**src/rtl/md5_pkg.sv**
```systemverilog
// md5_pkg -- shared definitions for the MD5 message sequencer.
//   md5_state_e   : sequencer FSM state encoding (also exported as a debug port)
//   MD5_*_W       : block, digest, word and byte-counter widths
//   MD5_IV_*      : MD5 initial chaining values (A..D), reloaded by the core
//                   whenever core_first accompanies a block
package md5_pkg;

  localparam int MD5_WORD_W    = 32;
  localparam int MD5_BLOCK_W   = 512;
  localparam int MD5_DIGEST_W  = 128;
  localparam int MD5_BYTE_CNT_W = 61;  // byte count; bit length = count << 3 fits 64 bits

  localparam logic [31:0] MD5_IV_A = 32'h6745_2301;
  localparam logic [31:0] MD5_IV_B = 32'hefcd_ab89;
  localparam logic [31:0] MD5_IV_C = 32'h98ba_dcfe;
  localparam logic [31:0] MD5_IV_D = 32'h1032_5476;

  typedef enum logic [2:0] {
    S_IDLE  = 3'd0,
    S_FILL  = 3'd1,
    S_ISSUE = 3'd2,
    S_WAIT  = 3'd3,
    S_PAD   = 3'd4,
    S_DONE  = 3'd5
  } md5_state_e;

endpackage

```
**src/rtl/md5_pad_block.sv**
```systemverilog
// md5_pad_block -- combinational MD5 padding of one 64-byte block.
//   blk_i      : raw buffered block, byte n at bits [8n+7:8n]
//   offset_i   : byte position of the 0x80 marker (message bytes mod 64)
//   len_en_i   : overwrite words 14/15 with the message bit length
//   bit_len_i  : message length in bits (low half -> word 14, high -> word 15)
//   blk_o      : bytes below offset_i kept, 0x80 at offset_i, zeros above
module md5_pad_block
  import md5_pkg::*;
(
  input  logic [MD5_BLOCK_W-1:0] blk_i,
  input  logic [5:0]             offset_i,
  input  logic                   len_en_i,
  input  logic [63:0]            bit_len_i,
  output logic [MD5_BLOCK_W-1:0] blk_o
);

  always_comb begin
    blk_o = '0;
    for (int b = 0; b < 64; b++) begin
      if (6'(b) < offset_i) begin
        blk_o[8*b +: 8] = blk_i[8*b +: 8];
      end else if (6'(b) == offset_i) begin
        blk_o[8*b +: 8] = 8'h80;
      end
    end
    if (len_en_i) begin
      blk_o[511:448] = bit_len_i;
    end
  end

endmodule

```
**src/rtl/md5_msg_sequencer.sv**
```systemverilog
// md5_msg_sequencer -- packs a byte-stream message into padded 512-bit MD5
// blocks, feeds them one at a time to an MD5 core and returns the digest.
//
// Handshakes: a transfer happens on a rising edge where valid and ready are
// both high; once valid is raised it stays high, with its payload stable,
// until that transfer (in_valid/in_ready, core_block_valid/core_block_ready).
//
// Ports:
//   clk, reset                       : clock, synchronous active-high reset
//   in_valid/in_ready/in_data        : message words, first byte in [7:0]
//   in_last/in_nbytes                : final word marker and its byte count
//   core_block_valid/_ready          : block to core, one outstanding at most
//   core_block/core_first            : block payload, first-of-message flag
//   core_total_length                : message length in bits
//   core_done/core_digest            : core completion pulse and result
//   digest/digest_valid              : latched digest, one-cycle valid pulse
//   busy/timeout_err                 : not idle / sticky core timeout
//   dbg_state                        : current FSM state
//   blocks_issued/msgs_done          : wrapping counters, present only when
//                                      MD5_SEQ_STATS_EN is defined
module md5_msg_sequencer
  import md5_pkg::*;
#(
  parameter int TIMEOUT = 1024
) (
  input  logic                    clk,
  input  logic                    reset,
  input  logic                    in_valid,
  output logic                    in_ready,
  input  logic [31:0]             in_data,
  input  logic                    in_last,
  input  logic [2:0]              in_nbytes,
  output logic                    core_block_valid,
  input  logic                    core_block_ready,
  output logic [MD5_BLOCK_W-1:0]  core_block,
  output logic                    core_first,
  output logic [63:0]             core_total_length,
  input  logic                    core_done,
  input  logic [MD5_DIGEST_W-1:0] core_digest,
  output logic [MD5_DIGEST_W-1:0] digest,
  output logic                    digest_valid,
  output logic                    busy,
  output logic                    timeout_err,
`ifdef MD5_SEQ_STATS_EN
  output logic [31:0]             blocks_issued,
  output logic [31:0]             msgs_done,
`endif
  output md5_state_e              dbg_state
);

  md5_state_e                  state_q;
  logic [15:0][31:0]           buf_q;
  logic [3:0]                  wcnt_q;
  logic [MD5_BYTE_CNT_W-1:0]   bytes_q;
  logic                        first_q;   // next issued block starts a message
  logic                        final_q;   // block in flight ends the message
  logic                        mark_q;    // data-only block in flight; marker block follows
  logic                        pad2_q;    // marker block in flight; length-only block follows
  logic [31:0]                 timer_q;
  logic                        timeout_err_q;
  logic [MD5_DIGEST_W-1:0]     digest_q;
`ifdef MD5_SEQ_STATS_EN
  logic [31:0]                 blocks_q;
  logic [31:0]                 msgs_q;
`endif

  logic                        accept;
  logic [2:0]                  nb_eff;
  logic [3:0]                  widx;
  logic [MD5_BYTE_CNT_W-1:0]   bytes_next;
  logic [63:0]                 bit_len;
  logic                        short_tail;
  logic [MD5_BLOCK_W-1:0]      pad_blk;

  assign in_ready   = (state_q == S_IDLE || state_q == S_FILL) && !reset;
  assign accept     = in_valid && in_ready;
  assign nb_eff     = !in_last ? 3'd4 : (in_nbytes > 3'd4 ? 3'd4 : in_nbytes);
  // A new message starts counting from zero at word slot 0.
  assign widx       = (state_q == S_IDLE) ? 4'd0 : wcnt_q;
  assign bytes_next = ((state_q == S_IDLE) ? '0 : bytes_q) + MD5_BYTE_CNT_W'(nb_eff);
  assign bit_len    = {bytes_q, 3'b000};
  // Length fits behind the marker only when the marker lands at byte 55 or below.
  assign short_tail = (bytes_q[5:0] <= 6'd55);

  md5_pad_block u_pad (
    .blk_i     (buf_q),
    .offset_i  (bytes_q[5:0]),
    .len_en_i  (short_tail),
    .bit_len_i (bit_len),
    .blk_o     (pad_blk)
  );

  always_ff @(posedge clk) begin
    if (reset) begin
      state_q       <= S_IDLE;
      buf_q         <= '0;
      wcnt_q        <= '0;
      bytes_q       <= '0;
      first_q       <= 1'b0;
      final_q       <= 1'b0;
      mark_q        <= 1'b0;
      pad2_q        <= 1'b0;
      timer_q       <= '0;
      timeout_err_q <= 1'b0;
      digest_q      <= '0;
`ifdef MD5_SEQ_STATS_EN
      blocks_q      <= '0;
      msgs_q        <= '0;
`endif
    end else begin
      case (state_q)
        S_IDLE, S_FILL: begin
          if (accept) begin
            buf_q[widx] <= in_data;
            bytes_q     <= bytes_next;
            if (state_q == S_IDLE) begin
              first_q <= 1'b1;
              mark_q  <= 1'b0;
              pad2_q  <= 1'b0;
            end
            if (in_last && widx == 4'd15 && nb_eff == 3'd4) begin
              // Message ends exactly on a block boundary: send the data,
              // then a block holding only the marker and length.
              final_q <= 1'b0;
              mark_q  <= 1'b1;
              state_q <= S_ISSUE;
            end else if (in_last) begin
              state_q <= S_PAD;
            end else if (widx == 4'd15) begin
              final_q <= 1'b0;
              state_q <= S_ISSUE;
            end else begin
              wcnt_q  <= widx + 4'd1;
              state_q <= S_FILL;
            end
          end
        end
        S_PAD: begin
          buf_q   <= pad_blk;
          final_q <= short_tail;
          pad2_q  <= !short_tail;
          state_q <= S_ISSUE;
        end
        S_ISSUE: begin
          if (core_block_ready) begin
            first_q <= 1'b0;
            timer_q <= '0;
            state_q <= S_WAIT;
`ifdef MD5_SEQ_STATS_EN
            blocks_q <= blocks_q + 32'd1;
`endif
          end
        end
        S_WAIT: begin
          if (core_done) begin
            if (final_q) begin
              digest_q <= core_digest;
              state_q  <= S_DONE;
            end else if (mark_q) begin
              // bytes_q mod 64 is 0 here, so padding puts 0x80 at byte 0.
              mark_q  <= 1'b0;
              state_q <= S_PAD;
            end else if (pad2_q) begin
              pad2_q  <= 1'b0;
              final_q <= 1'b1;
              buf_q   <= {bit_len, 448'b0};
              state_q <= S_ISSUE;
            end else begin
              wcnt_q  <= '0;
              state_q <= S_FILL;
            end
          end else if (timer_q == 32'(TIMEOUT - 1)) begin
            timeout_err_q <= 1'b1;
            final_q       <= 1'b0;
            mark_q        <= 1'b0;
            pad2_q        <= 1'b0;
            state_q       <= S_IDLE;
          end else begin
            timer_q <= timer_q + 32'd1;
          end
        end
        S_DONE: begin
`ifdef MD5_SEQ_STATS_EN
          msgs_q  <= msgs_q + 32'd1;
`endif
          state_q <= S_IDLE;
        end
        default: state_q <= S_IDLE;
      endcase
    end
  end

  assign core_block_valid  = (state_q == S_ISSUE);
  assign core_block        = buf_q;
  assign core_first        = first_q;
  assign core_total_length = bit_len;
  assign digest            = digest_q;
  assign digest_valid      = (state_q == S_DONE);
  assign busy              = (state_q != S_IDLE);
  assign timeout_err       = timeout_err_q;
  assign dbg_state         = state_q;
`ifdef MD5_SEQ_STATS_EN
  assign blocks_issued     = blocks_q;
  assign msgs_done         = msgs_q;
`endif

endmodule
```
**config.mk**
```make
export PLATFORM = sky130hd
export DESIGN_NAME = md5_msg_sequencer
export DESIGN_NICKNAME = d
export VERILOG_FILES = /design/src/rtl/md5_pkg.sv /design/src/rtl/md5_pad_block.sv /design/src/rtl/md5_msg_sequencer.sv
export SDC_FILE = /design/constraint.sdc
export NUM_CORES = 2
export LEC_CHECK = 0
export ABC_AREA = 1
export CORE_AREA = 2 2 347 349
export DETAILED_ROUTE_END_ITERATION = 10
export DIE_AREA = 0 0 349 351
export HOLD_SLACK_MARGIN = 0.08
export SKIP_LAST_GASP = 1
export SYNTH_ARGS = -nofsm -noshare
export SYNTH_HDL_FRONTEND = slang
export SYNTH_SLANG_ARGS = --single-unit
```
**constraint.sdc**
```tcl
create_clock -name clk -period 6.1 [get_ports clk]
set_input_delay 1.83 -clock clk [delete_from_list [all_inputs] [get_ports clk]]
set_output_delay 1.83 -clock clk [all_outputs]
set_load 0.005 [all_outputs]
```
==> flow_summary.json <==
{
  "peakVddDrop_mv": 0.194,
  "core_um2": 119000,
  "max_freq_mhz": 197,
  "vias": 36600,
  "htreeDepth": 3,
  "placedCellCount": 6790,
  "cts_tree": "built",
  "finalSetupViolations": 0,
  "fin_crit_ps": 5080,
  "path_class": "in -> out",
  "num_rows": 127,
  "cts_buffer_depth": 3,
  "netlist_area_um2": 32600,
  "drv_slew": 0,
  "status": "complete, no violations",
  "hp-class": "reg -> reg",
  "post_cts_resize_count": 0,
  "powerDensity_nw_per_um2": 257,
  "cp.required_ps": 4270,
  "die_h_um": 351,
  "cp-start-kind": "input port",
  "ant_nets": 0,
  "fin_util_pct": 38.5,
  "drt_first_pass_iters": 8,
  "crit_arrival_ps": 3250,
  "clock-root-buffer": "clkbuf_16",
  "layout.cells.non_filler": 6958,
  "crit_fanout": 91,
  "regToRegSetupSlack_ps": 1990,
  "wl_per_cell_um": 27.8,
  "grt_max_degree": 225,
  "ys_seq_area_share_pct": 45.8,
  "drc_errors": 0,
  "rsz0062_at_grt": "no",
  "start_util_pct": 27.4,
  "fin_crit_sh_pct": 83.3,
  "die-area_um2": 122000,
  "worst_setup_path_end_kind": "output pin",
  "ys_ff_latch": 745,
  "ios": 882,
  "grt-ovfl-total": 0,
  "hpwl_um": 145000,
  "drive_gt1_share_pct": 5.92,
  "netlist_instances": 4559,
  "synth_edf_count": 0,
  "drt_iter0_drc": 3851,
  "grt_pass1_wl_um": 266000,
  "clock_latency_ps": 690,
  "routed_wl_um": 194000,
  "port_buffers": 878,
  "synthArstFlopShare_pct": 0,
  "layout-area-overhead-vs-synth_pct": 40.6,
  "finalWeightedCongestion": 0.955,
  "cts_sinks": 745,
  "avgSynthCellArea_um2": 7.14,
  "grt_use_total_pct": 30.3,
  "ys.flop_type": "dfxtp_1",
  "slew_headroom_pct": 12.4,
  "yosysWarnings": 0,
  "drv_cap": 0,
  "grt_antenna_before_repair": 9,
  "tightestPinTransition_ps": 1310,
  "viasPerCell": 5.26,
  "nFillCells": 12500,
  "hold_viol": 0,
  "fin_skew_ps": 42.0,
  "cts_hold_buf": 0,
  "die_w_um": 349,
  "p_leak_nw": 15.4,
  "fin_hold_ws_ps": 445,
  "cts_buffers": 91,
  "cts_setup_buffers": 0,
  "tns_ps": 0,
  "grt_pass1_vias": 34300,
  "synth_cell_types": 63,
  "clk_pin_slew_ps": 60,
  "fin_nets": 5513
}
-- power breakdown --
group	switching (W)	leakage, nW	internal (W)
clock network	0.00238	1.51	0.00334
registers	0.0000423	6.00	0.00491
logic	0.000814	7.84	0.000295
total	0.00323	15.4	0.00855
-- kinds of logic after synthesis --
kind of cell	share of synthesized area (%)
other	0.0115
adders and majority gates	0.369
buffers and inverters	7.28
xor gates and xnor gates	0.403
and+or+nand+nor	28.4
AOI/OAI and AO/OA	17.7
DFF	45.8
-- per-layer routing --
| metal | wire, um | GRT usage, % |
|---|---|---|
| met5 | 60 | 0 |
| met4 | 11100 | 16.2 |
| met3 | 18900 | 9.49 |
| met2 | 89500 | 49.7 |
| met1 | 73900 | 35.1 |
-- placed cells by master, fill, tap and decap left out, drive strengths merged, types with 3 or more instances in the layout --
cell type        n
a32oi            3
buf             55
nor3            66
xnor2            9
a21oi          558
and2             4
ha               8
dfxtp          745
or2              8
conb             3
o22ai           65
nor3b            6
inv            328
nand2          976
nand4          117
o21ai          314
clkdlybuf4s50  877
diode            3
a221oi           8
nor4             6
and3             3
a31oi            7
xor2             6
nor2           631
bufinv           9
clkinv          34
o211ai          53
a211oi           3
nand3          329
o21a             5
clkbuf         130
a22oi           23
o2111ai          3
-- synth_stat cells (3+ instances only) --
cell type  number  area [um^2]
a21oi_1       547         2740
a21oi_2        10         87.6
a221oi_1        8         70.1
a22oi_1        23          173
a31oi_1         7         43.8
a32oi_1         3         26.3
and2_1          4         25.0
and3_1          3         18.8
buf_1          11         41.3
buf_2          48          240
buf_4          18          135
buf_6           5         56.3
clkbuf_1      169          634
clkinv_1       13         48.8
dfxtp_1       745        14900
ha_1            8          100
inv_1         305         1140
inv_2          19         71.3
nand2_1       964         3620
nand2_2        11         68.8
nand3_1       316         1580
nand3_2        12          120
nand4_1       115          719
nor2_1        600         2250
nor2_2         20          125
nor2_4          9          101
nor3_1         59          295
nor3_2          6         60.1
nor3b_1         5         37.5
nor4_1          6         37.5
o2111ai_1       3         26.3
o211ai_1       50          375
o211ai_2        3         37.5
o21a_1          5         37.5
o21ai_0       290         1450
o21ai_1        19         95.1
o21ai_2         5         43.8
o22ai_1        65          407
or2_2           7         43.8
xnor2_1         9         78.8
xor2_1          6         52.6
-- final timing paths --
| path | end | from | depth (start not counted) |
|---|---|---|---|
| max | in_ready | reset | 5 |
| min | register | register | 2 |
| max reg2reg | core_block[248] | dbg_state[1] | 15 |
| min reg2reg | register | register | 2 |
-- cell type report --
type / count / area [um^2] / area share (%)
multi-input cells: 3228 / 15300 / 33.5
flip-flops and latches: 745 / 14900 / 32.6
repair buffers: 932 / 9250 / 20.2
clock buffers: 130 / 2580 / 5.64
well taps: 1548 / 1940 / 4.23
inverters: 337 / 1270 / 2.78
clock inverters: 35 / 492 / 1.07
diodes: 3 / 7.51 / 0.0164
-- critical path: stages --
cell             delay (ps)
buf_8                   500
inv_6                   280
nand2_1                 150
inv_1                    40
clkdlybuf4s50_1         430
-- through the flow --
step | instance area (um^2) | power [W] | worst slack, ps
floorplan | 32600 | 0.00553 | 1510
global route | 45800 | 0.0121 | 884
global placement | 42700 | 0.00614 | 979
finish | 45800 | 0.0118 | 1020
CTS | 45800 | 0.0119 | 979
detailed placement | 42700 | 0.00615 | 971
(Power assumes the default switching activity.)
